**src/rtl/display_mode_ctrl_if.sv**
```systemverilog
// Button, time-source and display-side signals of the alarm-clock display controller.
// master drives buttons and time sources; slave is the controller itself.
interface display_mode_ctrl_if;
  logic       btn_mode;
  logic       btn_sel;
  logic       btn_inc;
  logic [7:0] time_min;
  logic [7:0] time_hr;
  logic [7:0] alarm_min;
  logic [7:0] alarm_hr;
  logic       alarm_ringing;
  logic [7:0] display_minutes;
  logic [7:0] display_hours;
  logic [3:0] digit_blank;
  logic [7:0] set_min;
  logic [7:0] set_hr;
  logic       load_time;
  logic       load_alarm;

  modport master (
    output btn_mode, btn_sel, btn_inc,
    output time_min, time_hr, alarm_min, alarm_hr, alarm_ringing,
    input  display_minutes, display_hours, digit_blank,
    input  set_min, set_hr, load_time, load_alarm
  );

  modport slave (
    input  btn_mode, btn_sel, btn_inc,
    input  time_min, time_hr, alarm_min, alarm_hr, alarm_ringing,
    output display_minutes, display_hours, digit_blank,
    output set_min, set_hr, load_time, load_alarm
  );
endinterface

```
**src/rtl/display_mode_ctrl.sv**
```systemverilog
// Alarm-clock display front end: view selection, set-time / set-alarm edit sequences,
// blinking of the edited field and one-cycle commit strobes.
module display_mode_ctrl #(
  parameter int BLINK_HALF   = 50_000_000,
  parameter int IDLE_TIMEOUT = 1_000_000_000
) (
  input  logic             clk,
  input  logic             rst,
  display_mode_ctrl_if.slave bus
);

  localparam int BLINK_W = (BLINK_HALF   > 1) ? $clog2(BLINK_HALF)   : 1;
  localparam int IDLE_W  = (IDLE_TIMEOUT > 1) ? $clog2(IDLE_TIMEOUT) : 1;

  typedef enum logic [2:0] {
    SHOW_TIME,
    SHOW_ALARM,
    EDIT_T_HR,
    EDIT_T_MIN,
    EDIT_A_HR,
    EDIT_A_MIN
  } state_e;

  state_e             state_q, state_d;
  logic [7:0]         hr_q, hr_d;
  logic [7:0]         min_q, min_d;
  logic               load_time_q, load_time_d;
  logic               load_alarm_q, load_alarm_d;
  logic [BLINK_W-1:0] blink_cnt_q, blink_cnt_d;
  logic               blink_ph_q, blink_ph_d;
  logic [IDLE_W-1:0]  idle_q, idle_d;

  logic act_mode, act_sel, act_inc, any_btn;
  logic in_edit, timeout, blink_clr;
  logic [7:0] disp_hr, disp_min;
  logic [3:0] blank;

  // Captured values that are not valid in-range BCD are replaced by 00.
  function automatic logic [7:0] sanitize_hr(input logic [7:0] b);
    if (b[7:4] <= 4'd2 && b[3:0] <= 4'd9 && b <= 8'h23) return b;
    return 8'h00;
  endfunction

  function automatic logic [7:0] sanitize_min(input logic [7:0] b);
    if (b[7:4] <= 4'd5 && b[3:0] <= 4'd9) return b;
    return 8'h00;
  endfunction

  function automatic logic [7:0] inc_hr(input logic [7:0] b);
    if (b == 8'h23)       return 8'h00;
    if (b[3:0] == 4'd9)   return {b[7:4] + 4'd1, 4'h0};
    return {b[7:4], b[3:0] + 4'd1};
  endfunction

  function automatic logic [7:0] inc_min(input logic [7:0] b);
    if (b == 8'h59)       return 8'h00;
    if (b[3:0] == 4'd9)   return {b[7:4] + 4'd1, 4'h0};
    return {b[7:4], b[3:0] + 4'd1};
  endfunction

  // Only the highest-priority pulse acts: mode > sel > inc.
  assign act_mode = bus.btn_mode;
  assign act_sel  = bus.btn_sel & ~bus.btn_mode;
  assign act_inc  = bus.btn_inc & ~bus.btn_mode & ~bus.btn_sel;
  assign any_btn  = bus.btn_mode | bus.btn_sel | bus.btn_inc;

  assign in_edit = (state_q == EDIT_T_HR) || (state_q == EDIT_T_MIN) ||
                   (state_q == EDIT_A_HR) || (state_q == EDIT_A_MIN);
  assign timeout = in_edit && !any_btn && (idle_q == IDLE_W'(IDLE_TIMEOUT - 1));

  always_comb begin
    state_d      = state_q;
    hr_d         = hr_q;
    min_d        = min_q;
    load_time_d  = 1'b0;
    load_alarm_d = 1'b0;
    blink_clr    = 1'b0;

    case (state_q)
      SHOW_TIME: begin
        if (act_mode) begin
          state_d = SHOW_ALARM;
        end else if (act_sel) begin
          state_d = EDIT_T_HR;
          hr_d    = sanitize_hr(bus.time_hr);
          min_d   = sanitize_min(bus.time_min);
        end
      end
      SHOW_ALARM: begin
        if (act_mode) begin
          state_d = SHOW_TIME;
        end else if (act_sel) begin
          state_d = EDIT_A_HR;
          hr_d    = sanitize_hr(bus.alarm_hr);
          min_d   = sanitize_min(bus.alarm_min);
        end
      end
      EDIT_T_HR, EDIT_A_HR: begin
        if (act_mode || timeout) begin
          state_d = (state_q == EDIT_T_HR) ? SHOW_TIME : SHOW_ALARM;
        end else if (act_sel) begin
          state_d   = (state_q == EDIT_T_HR) ? EDIT_T_MIN : EDIT_A_MIN;
          blink_clr = 1'b1;
        end else if (act_inc) begin
          hr_d      = inc_hr(hr_q);
          blink_clr = 1'b1;
        end
      end
      EDIT_T_MIN, EDIT_A_MIN: begin
        if (act_mode || timeout) begin
          state_d = (state_q == EDIT_T_MIN) ? SHOW_TIME : SHOW_ALARM;
        end else if (act_sel) begin
          // Buffer is left untouched so set_hr/set_min are stable under the strobe.
          state_d      = (state_q == EDIT_T_MIN) ? SHOW_TIME : SHOW_ALARM;
          load_time_d  = (state_q == EDIT_T_MIN);
          load_alarm_d = (state_q == EDIT_A_MIN);
          blink_clr    = 1'b1;
        end else if (act_inc) begin
          min_d     = inc_min(min_q);
          blink_clr = 1'b1;
        end
      end
      default: state_d = SHOW_TIME;
    endcase
  end

  always_comb begin
    if (!in_edit || any_btn || timeout) idle_d = '0;
    else                                idle_d = idle_q + IDLE_W'(1);
  end

  // Edit activity restarts the blink so the new value is seen at once.
  always_comb begin
    blink_cnt_d = blink_cnt_q + BLINK_W'(1);
    blink_ph_d  = blink_ph_q;
    if (blink_clr) begin
      blink_cnt_d = '0;
      blink_ph_d  = 1'b0;
    end else if (blink_cnt_q == BLINK_W'(BLINK_HALF - 1)) begin
      blink_cnt_d = '0;
      blink_ph_d  = ~blink_ph_q;
    end
  end

  always_ff @(posedge clk or posedge rst) begin
    if (rst) begin
      state_q      <= SHOW_TIME;
      hr_q         <= 8'h00;
      min_q        <= 8'h00;
      load_time_q  <= 1'b0;
      load_alarm_q <= 1'b0;
      blink_cnt_q  <= '0;
      blink_ph_q   <= 1'b0;
      idle_q       <= '0;
    end else begin
      state_q      <= state_d;
      hr_q         <= hr_d;
      min_q        <= min_d;
      load_time_q  <= load_time_d;
      load_alarm_q <= load_alarm_d;
      blink_cnt_q  <= blink_cnt_d;
      blink_ph_q   <= blink_ph_d;
      idle_q       <= idle_d;
    end
  end

  always_comb begin
    disp_hr  = hr_q;
    disp_min = min_q;
    blank    = 4'b0000;
    case (state_q)
      SHOW_TIME: begin
        disp_hr  = bus.time_hr;
        disp_min = bus.time_min;
        if (bus.alarm_ringing && blink_ph_q) blank = 4'b1111;
      end
      SHOW_ALARM: begin
        disp_hr  = bus.alarm_hr;
        disp_min = bus.alarm_min;
      end
      EDIT_T_HR, EDIT_A_HR: begin
        if (blink_ph_q) blank = 4'b1100;
      end
      EDIT_T_MIN, EDIT_A_MIN: begin
        if (blink_ph_q) blank = 4'b0011;
      end
      default: blank = 4'b0000;
    endcase
  end

  assign bus.display_hours   = disp_hr;
  assign bus.display_minutes = disp_min;
  assign bus.digit_blank     = blank;
  assign bus.set_hr          = hr_q;
  assign bus.set_min         = min_q;
  assign bus.load_time       = load_time_q;
  assign bus.load_alarm      = load_alarm_q;

endmodule

```
**src/flat_wrapper.sv**
```systemverilog
// flat-port wrapper written by rule: the top's interface ports become plain ports
module display_mode_ctrl_flat 
#(
  parameter int BLINK_HALF   = 50_000_000,
  parameter int IDLE_TIMEOUT = 1_000_000_000
)
  (clk, rst, bus_btn_mode, bus_btn_sel, bus_btn_inc, bus_time_min, bus_time_hr, bus_alarm_min, bus_alarm_hr, bus_alarm_ringing, bus_display_minutes, bus_display_hours, bus_digit_blank, bus_set_min, bus_set_hr, bus_load_time, bus_load_alarm);
  display_mode_ctrl_if bus_i ();
  input  logic clk;
  input  logic rst;
  input wire logic [$bits(bus_i.btn_mode)-1:0] bus_btn_mode;
  input wire logic [$bits(bus_i.btn_sel)-1:0] bus_btn_sel;
  input wire logic [$bits(bus_i.btn_inc)-1:0] bus_btn_inc;
  input wire logic [$bits(bus_i.time_min)-1:0] bus_time_min;
  input wire logic [$bits(bus_i.time_hr)-1:0] bus_time_hr;
  input wire logic [$bits(bus_i.alarm_min)-1:0] bus_alarm_min;
  input wire logic [$bits(bus_i.alarm_hr)-1:0] bus_alarm_hr;
  input wire logic [$bits(bus_i.alarm_ringing)-1:0] bus_alarm_ringing;
  output wire logic [$bits(bus_i.display_minutes)-1:0] bus_display_minutes;
  output wire logic [$bits(bus_i.display_hours)-1:0] bus_display_hours;
  output wire logic [$bits(bus_i.digit_blank)-1:0] bus_digit_blank;
  output wire logic [$bits(bus_i.set_min)-1:0] bus_set_min;
  output wire logic [$bits(bus_i.set_hr)-1:0] bus_set_hr;
  output wire logic [$bits(bus_i.load_time)-1:0] bus_load_time;
  output wire logic [$bits(bus_i.load_alarm)-1:0] bus_load_alarm;
  assign bus_i.btn_mode = bus_btn_mode;
  assign bus_i.btn_sel = bus_btn_sel;
  assign bus_i.btn_inc = bus_btn_inc;
  assign bus_i.time_min = bus_time_min;
  assign bus_i.time_hr = bus_time_hr;
  assign bus_i.alarm_min = bus_alarm_min;
  assign bus_i.alarm_hr = bus_alarm_hr;
  assign bus_i.alarm_ringing = bus_alarm_ringing;
  assign bus_display_minutes = bus_i.display_minutes;
  assign bus_display_hours = bus_i.display_hours;
  assign bus_digit_blank = bus_i.digit_blank;
  assign bus_set_min = bus_i.set_min;
  assign bus_set_hr = bus_i.set_hr;
  assign bus_load_time = bus_i.load_time;
  assign bus_load_alarm = bus_i.load_alarm;
  display_mode_ctrl #(.BLINK_HALF(BLINK_HALF), .IDLE_TIMEOUT(IDLE_TIMEOUT)) u_core (.clk(clk), .rst(rst), .bus(bus_i));
endmodule
```
**config.mk**
```make
export PLATFORM = sky130hd
export DESIGN_NAME = display_mode_ctrl_flat
export DESIGN_NICKNAME = d
export VERILOG_FILES = /design/src/rtl/display_mode_ctrl_if.sv /design/src/rtl/display_mode_ctrl.sv /design/src/flat_wrapper.sv
export SDC_FILE = /design/constraint.sdc
export NUM_CORES = 1
export LEC_CHECK = 0
export ABC_AREA = 1
export CAP_MARGIN = 20
export CORE_ASPECT_RATIO = 0.9
export CORE_MARGIN = 2
export CORE_UTILIZATION = 23
export CTS_BUF_LIST = sky130_fd_sc_hd__clkbuf_16
export DETAILED_ROUTE_END_ITERATION = 10
export PLACE_DENSITY = 0.45
export SLEW_MARGIN = 20
export SYNTH_ARGS = -nofsm -noshare
export SYNTH_HDL_FRONTEND = slang
export SYNTH_SLANG_ARGS = --single-unit
```
**constraint.sdc**
```tcl
create_clock -name clk -period 2.95 [get_ports clk]
set_clock_uncertainty 0.05 [all_clocks]
set_input_delay 0.4425 -clock clk [delete_from_list [all_inputs] [get_ports clk]]
set_output_delay 0.4425 -clock clk [all_outputs]
set_load 0.01 [all_outputs]
```
# Yosys cells after proc, flatten, opt, wreduce, memory -nomap -nowiden
# Cells that the tools add are included.
totals:
  mem_bits_ro: 0
  ram_bits: 0
  regBits: 78
  mem_count: 0
  input_bits: 38
  latch_bits: 0
  output_inout_bits: 38
  elab_cells: 193
op_classes:
  n_addsub: 6
  order_cmp: 10
  n_mul: 0
  n_bitwise: 8
  n_mux: 103
  n_reduce_logical: 29
  eq_ne: 27
  div_mod_pow: 0
  shift: 0
op_table:
  columns: ["op", "n"]
  rows:
  - ["8-bit two-way mux", 30]
  - ["1-bit two-way mux", 52]
  - ["26-bit two-way mux", 2]
  - ["8-bit case mux with 3 select lines", 2]
  - ["8-bit case mux with 2 select lines", 2]
  - ["30-bit by 1-bit adder with 30-bit output (second input constant)", 1]
  - ["30-bit equality test (second input constant)", 1]
  - ["30-bit two-way mux", 1]
  - ["3-bit two-way mux", 9]
  - ["26-bit by 1-bit adder with 26-bit output (second input constant)", 1]
  - ["26-bit equality test (second input constant)", 1]
  - ["9-bit AND reduction", 2]
  - ["4-bit by 1-bit adder with 4-bit output (second input constant)", 4]
  - ["4-bit <= comparator (second input constant)", 4]
  - ["8-bit by 6-bit <= comparator with 1-bit output (second input constant)", 2]
  - ["8-bit AND reduction", 2]
  - ["2-bit != test (second input constant)", 6]
  - ["3-bit by 1-bit != test with 1-bit output (second input constant)", 4]
  - ["3-bit case mux with 4 select lines", 1]
  - ["4-bit case mux with 3 select lines", 1]
  - ["1-bit logical AND", 9]
  - ["4-bit equality test (second input constant)", 2]
  - ["8-bit by 6-bit equality test with 1-bit output (second input constant)", 1]
  - ["8-bit by 7-bit equality test with 1-bit output (second input constant)", 1]
  - ["20 further kinds", 42]

# Logic depth before layout (Yosys ltp)
depth:
  depth_word: 20
  ltp_mapped: 12
  mapped_depth_nobuf: 12

# Least setup slack after synthesis
# OpenSTA, ideal clock, no wires.
synth_timing:
  kind: "reg-to-output"
  start: "reg u_core.state_q[1]"
  end: "out bus_digit_blank[1]"
  required_ps: 2457
  t_arrival_ps: 1373
  path_slack_ps: 1084
  n_path_buf: 1
  stages_incl_launch_ff: 7
  path_cell_list: "dfrtp_1 nor2_2 inv_2 nor2_2 nand3_1 o21ai_0 buf_4"
synth_via:
  elab_chain_len: 3
  elab_cells_between_ends: 8
  cone_classes: "eq/ne (4); mux (1); reduce/logical (3)"
synth_rtl:
  columns: ["element", "line", "source"]
  rows:
  - ["start: declaration", "display_mode_ctrl.sv:24", "state_e state_q, state_d;"]
  - ["start signal: assignment", "display_mode_ctrl.sv:156", "state_q <= state_d;"]
  - ["3-bit by 2-bit equality test with 1-bit output / 3-bit equality test (equally long branches)", "display_mode_ctrl.sv:171", "case (state_q)"]
  - ["2-bit OR reduction, on equally long branches", null, null]
  - ["4-bit case mux with 3 select lines (*)", "display_mode_ctrl.sv:171", null]
  - ["end: declaration", "flat_wrapper.sv:21", "output wire logic [$bits(bus_i.digit_blank)-1:0] bus_digit_blank;"]
# Every way passes the cells marked *; elsewhere a longest branch is shown, timed or not.

# Final worst setup path
layout_timing:
  start: "reg u_core.state_q[1]"
  end: "out bus_display_hours[0]"
layout_via:
  elab_chain_len: 2
  elab_cells_between_ends: 3
  cone_classes: "eq/ne (1); mux (1); reduce/logical (1)"
layout_rtl:
  columns: ["element", "line", "source"]
  rows:
  - ["3-bit by 1-bit equality test with 1-bit output / 3-bit logical NOT (equally long branches)", "display_mode_ctrl.sv:171", null]
  - ["8-bit case mux with 2 select lines (*)", "display_mode_ctrl.sv:171", null]
  - ["end: declaration", "flat_wrapper.sv:20", "output wire logic [$bits(bus_i.display_hours)-1:0] bus_display_hours;"]
# Marks and branches as above.

==> impl_metrics.json <==
{
  "synth_nets": 810,
  "worst_setup_path_end_kind": "primary output",
  "min_period_over_period_pct": 92.7,
  "slew_viol_final": 0,
  "num_io_pins": 76,
  "outcome": "completed",
  "worstSetupStartpoint": "u_core.state_q[1]",
  "setup_tns_ps": 0,
  "dieArea_um2": 23900,
  "cts_root_buf": "clkbuf_16",
  "pwr_density_cell_nw_per_um2": 711,
  "cts_max_level": 3,
  "relSlewSlack_pct": 49.6,
  "switching_share_pct": 38.6,
  "p_comb_share_pct": 43.4,
  "hold_violations": 0,
  "r2r-start": "u_core.idle_q[0]",
  "setup_viol": 0,
  "clkSinkCount": 78,
  "grt_max_degree": 42,
  "netlist_instances": 762,
  "antenna_found_initial": 0,
  "p_int_mw": 2.93,
  "overflow": 0,
  "drt-total-wl_mm": 15.4,
  "rows": 52,
  "hold_depth": 1,
  "cp.arrival_ps": 2240,
  "dp_hpwl_mm": 12.3,
  "drive_gt1_share_pct": 7.86,
  "fin_crit_ps": 2730,
  "rsz0062_at_grt": "no",
  "drc": 0,
  "ys_seq_area_share_pct": 37.4,
  "clock_latency_ps": 340,
  "start_kind": "flip-flop",
  "post-cts-setup-buffers": 0,
  "final_common_cell": "nand2_1",
  "clk_pin_slew_ps": 60,
  "r2r_cells": 9,
  "min_path_type": "flip-flop to flip-flop",
  "crit_type": "flip-flop to primary output",
  "viasPerCell": 4.34,
  "hold_buffers": 0,
  "final_cell_mix": "nand2_1 (221), nor2_1 (125), inv_1 (80), dfrtp_1 (78), clkdlybuf4s50_1 (75)",
  "critPathMaxFanout": 22,
  "cap_violations": 0,
  "yosys_warnings": 0,
  "power_mw": 4.78,
  "worst_pin_slew_ps": 755,
  "timing.reg2reg.setup_slack_ps": 890,
  "synthToLayoutAreaGrowth_pct": 28.8,
  "grt_pass1_vias": 4880,
  "timing.rr.end": "u_core.idle_q[18]",
  "port_buffers": 75,
  "dieHeight_um": 147,
  "wl_per_cell_um": 13.4,
  "cts_buffers": 9,
  "firstDrtPassIters": 5,
  "leakage_nw": 2.84,
  "pwr-share-clk_pct": 26.9,
  "die_w_um": 163,
  "seqPwrFrac_pct": 29.7,
  "syn_area_per_cell_um2": 6.85,
  "grt_pass1_wl_mm": 25.8,
  "clk_path_buf_depth": 2,
  "core_area_um2": 22400,
  "vdd_drop_max_v": 0.000282,
  "nNetsFinal": 895,
  "grt.total_usage_pct": 13.4,
  "crit_path_end": "bus_display_hours[0]",
  "vias": 4989,
  "cts_tree": "built",
  "antenna_cells": 0,
  "critPathRequiredTime_ps": 2460,
  "synth.distinct_cells": 36,
  "ys_ff_latch": 78,
  "power_switching_mw": 1.85,
  "ant_nets": 0,
  "fmax_ghz": 0.366,
  "gp_congestion": 0.840,
  "syn_area_um2": 5220,
  "initial_core_util_pct": 23.3,
  "drt_iter0_markers": 239
}
-- logic make-up (layout without fill, tap and decap cells) --
group	count (synthesis)	after routing	synth area share, %
and+or+nand+nor	482	482	40.2
buffers and inverters	107	197	8.23
DFF	78	78	37.4
AOI/OAI and AO/OA	56	56	6.86
xor gates and xnor gates	29	29	4.87
adders and majority gates	10	10	2.40
-- registers in the layout, summed over array words and instances, names as in the netlist --
signal and count:
u_core.bus.set_hr 8, u_core.blink_cnt_q 26, u_core.idle_q 30, u_core.blink_ph_q 1
u_core.bus.load_alarm 1, u_core.bus.load_time 1, u_core.state_q 3, u_core.bus.set_min 8
-- layout make-up --
cell class	count	area (um^2)
Clock buffer	9	225
Clock inverter	7	120
Fill cell	2461	15700
Inverter	95	363
Multi-Input combinational cell	577	2840
Sequential cell	78	1950
Tap cell	297	372
Timing Repair Buffer	86	846
-- routing by layer --
layer | share of wire [%] | track usage (%)
met1 | 53 | 19.8
met2 | 44 | 20.5
met3 | 2.5 | 2.48
met4 | 1.2 | 2.79
met5 | 0 | 0
-- repair_timing --
action,in CTS,in global routing
setup endpoints to repair,0,11
resized for setup,0,4
hold endpoints to repair,0,0
-- metrics by stage --
stage	utilization, %	hold slack [ps]	cells	setup WS (ps)	instance area (um^2)
final	30.0	408	1149	216	6720
after global placement	28.4	405	1133	440	6360
after CTS	30.0	414	1149	30.0	6710
after detailed placement	28.4	400	1133	411	6360
after floorplan	-	383	762	462	5220
after global routing	30.0	447	1149	44.2	6720
-- Yosys cell counts, drive strengths merged --
master / instances / area share, %
dfrtp: 78 / 37
a221o: 1 / 0.19
buf: 11 / 1.3
nor3b: 4 / 0.58
o221ai: 5 / 0.84
xnor2: 9 / 1.5
nor4: 3 / 0.36
o21ai: 17 / 1.7
o211ai: 12 / 1.7
nor3: 25 / 3.0
a211oi: 3 / 0.43
nand3b: 3 / 0.43
nand4: 21 / 2.5
ha: 10 / 2.4
nand2: 226 / 16
a21oi: 13 / 1.3
clkbuf: 1 / 0.072
or2: 1 / 0.12
o32ai: 1 / 0.17
inv: 95 / 6.8
nand3: 63 / 6.2
a31oi: 4 / 0.48
nor2: 136 / 11
xor2: 20 / 3.4
-- critical path, cell delays in order, from the launching register on --
cell	delay, ps
dfrtp_1	450
nor2_2	200
buf_4	190
nand2_2	100
inv_6	180
nand2_1	70
o211ai_1	130
clkdlybuf4s50_1	580
-- power groups by stage --
stage          clock (mW)  combinational [mW]  sequential [mW]
2_1_floorplan           0                1.20             1.41
3_3_place_gp            0                2.09             1.44
3_5_place_dp            0                2.08             1.44
4_1_cts              1.33                2.09             1.42
5_1_grt              1.39                2.31             1.45
6_report             1.28                2.07             1.42
-- worst min-delay path by stage --
| stage | start | end | slack (ps) |
|---|---|---|---|
| global placement | u_core.idle_q[0] | u_core.idle_q[0] | 410 |
| CTS | u_core.idle_q[0] | u_core.idle_q[0] | 410 |
| finish | u_core.idle_q[0] | u_core.idle_q[0] | 410 |
| detailed placement | u_core.idle_q[0] | u_core.idle_q[0] | 400 |
| floorplan | u_core.idle_q[0] | u_core.idle_q[0] | 380 |
| global route | u_core.idle_q[0] | u_core.idle_q[0] | 450 |
(Power assumes the default switching activity.)
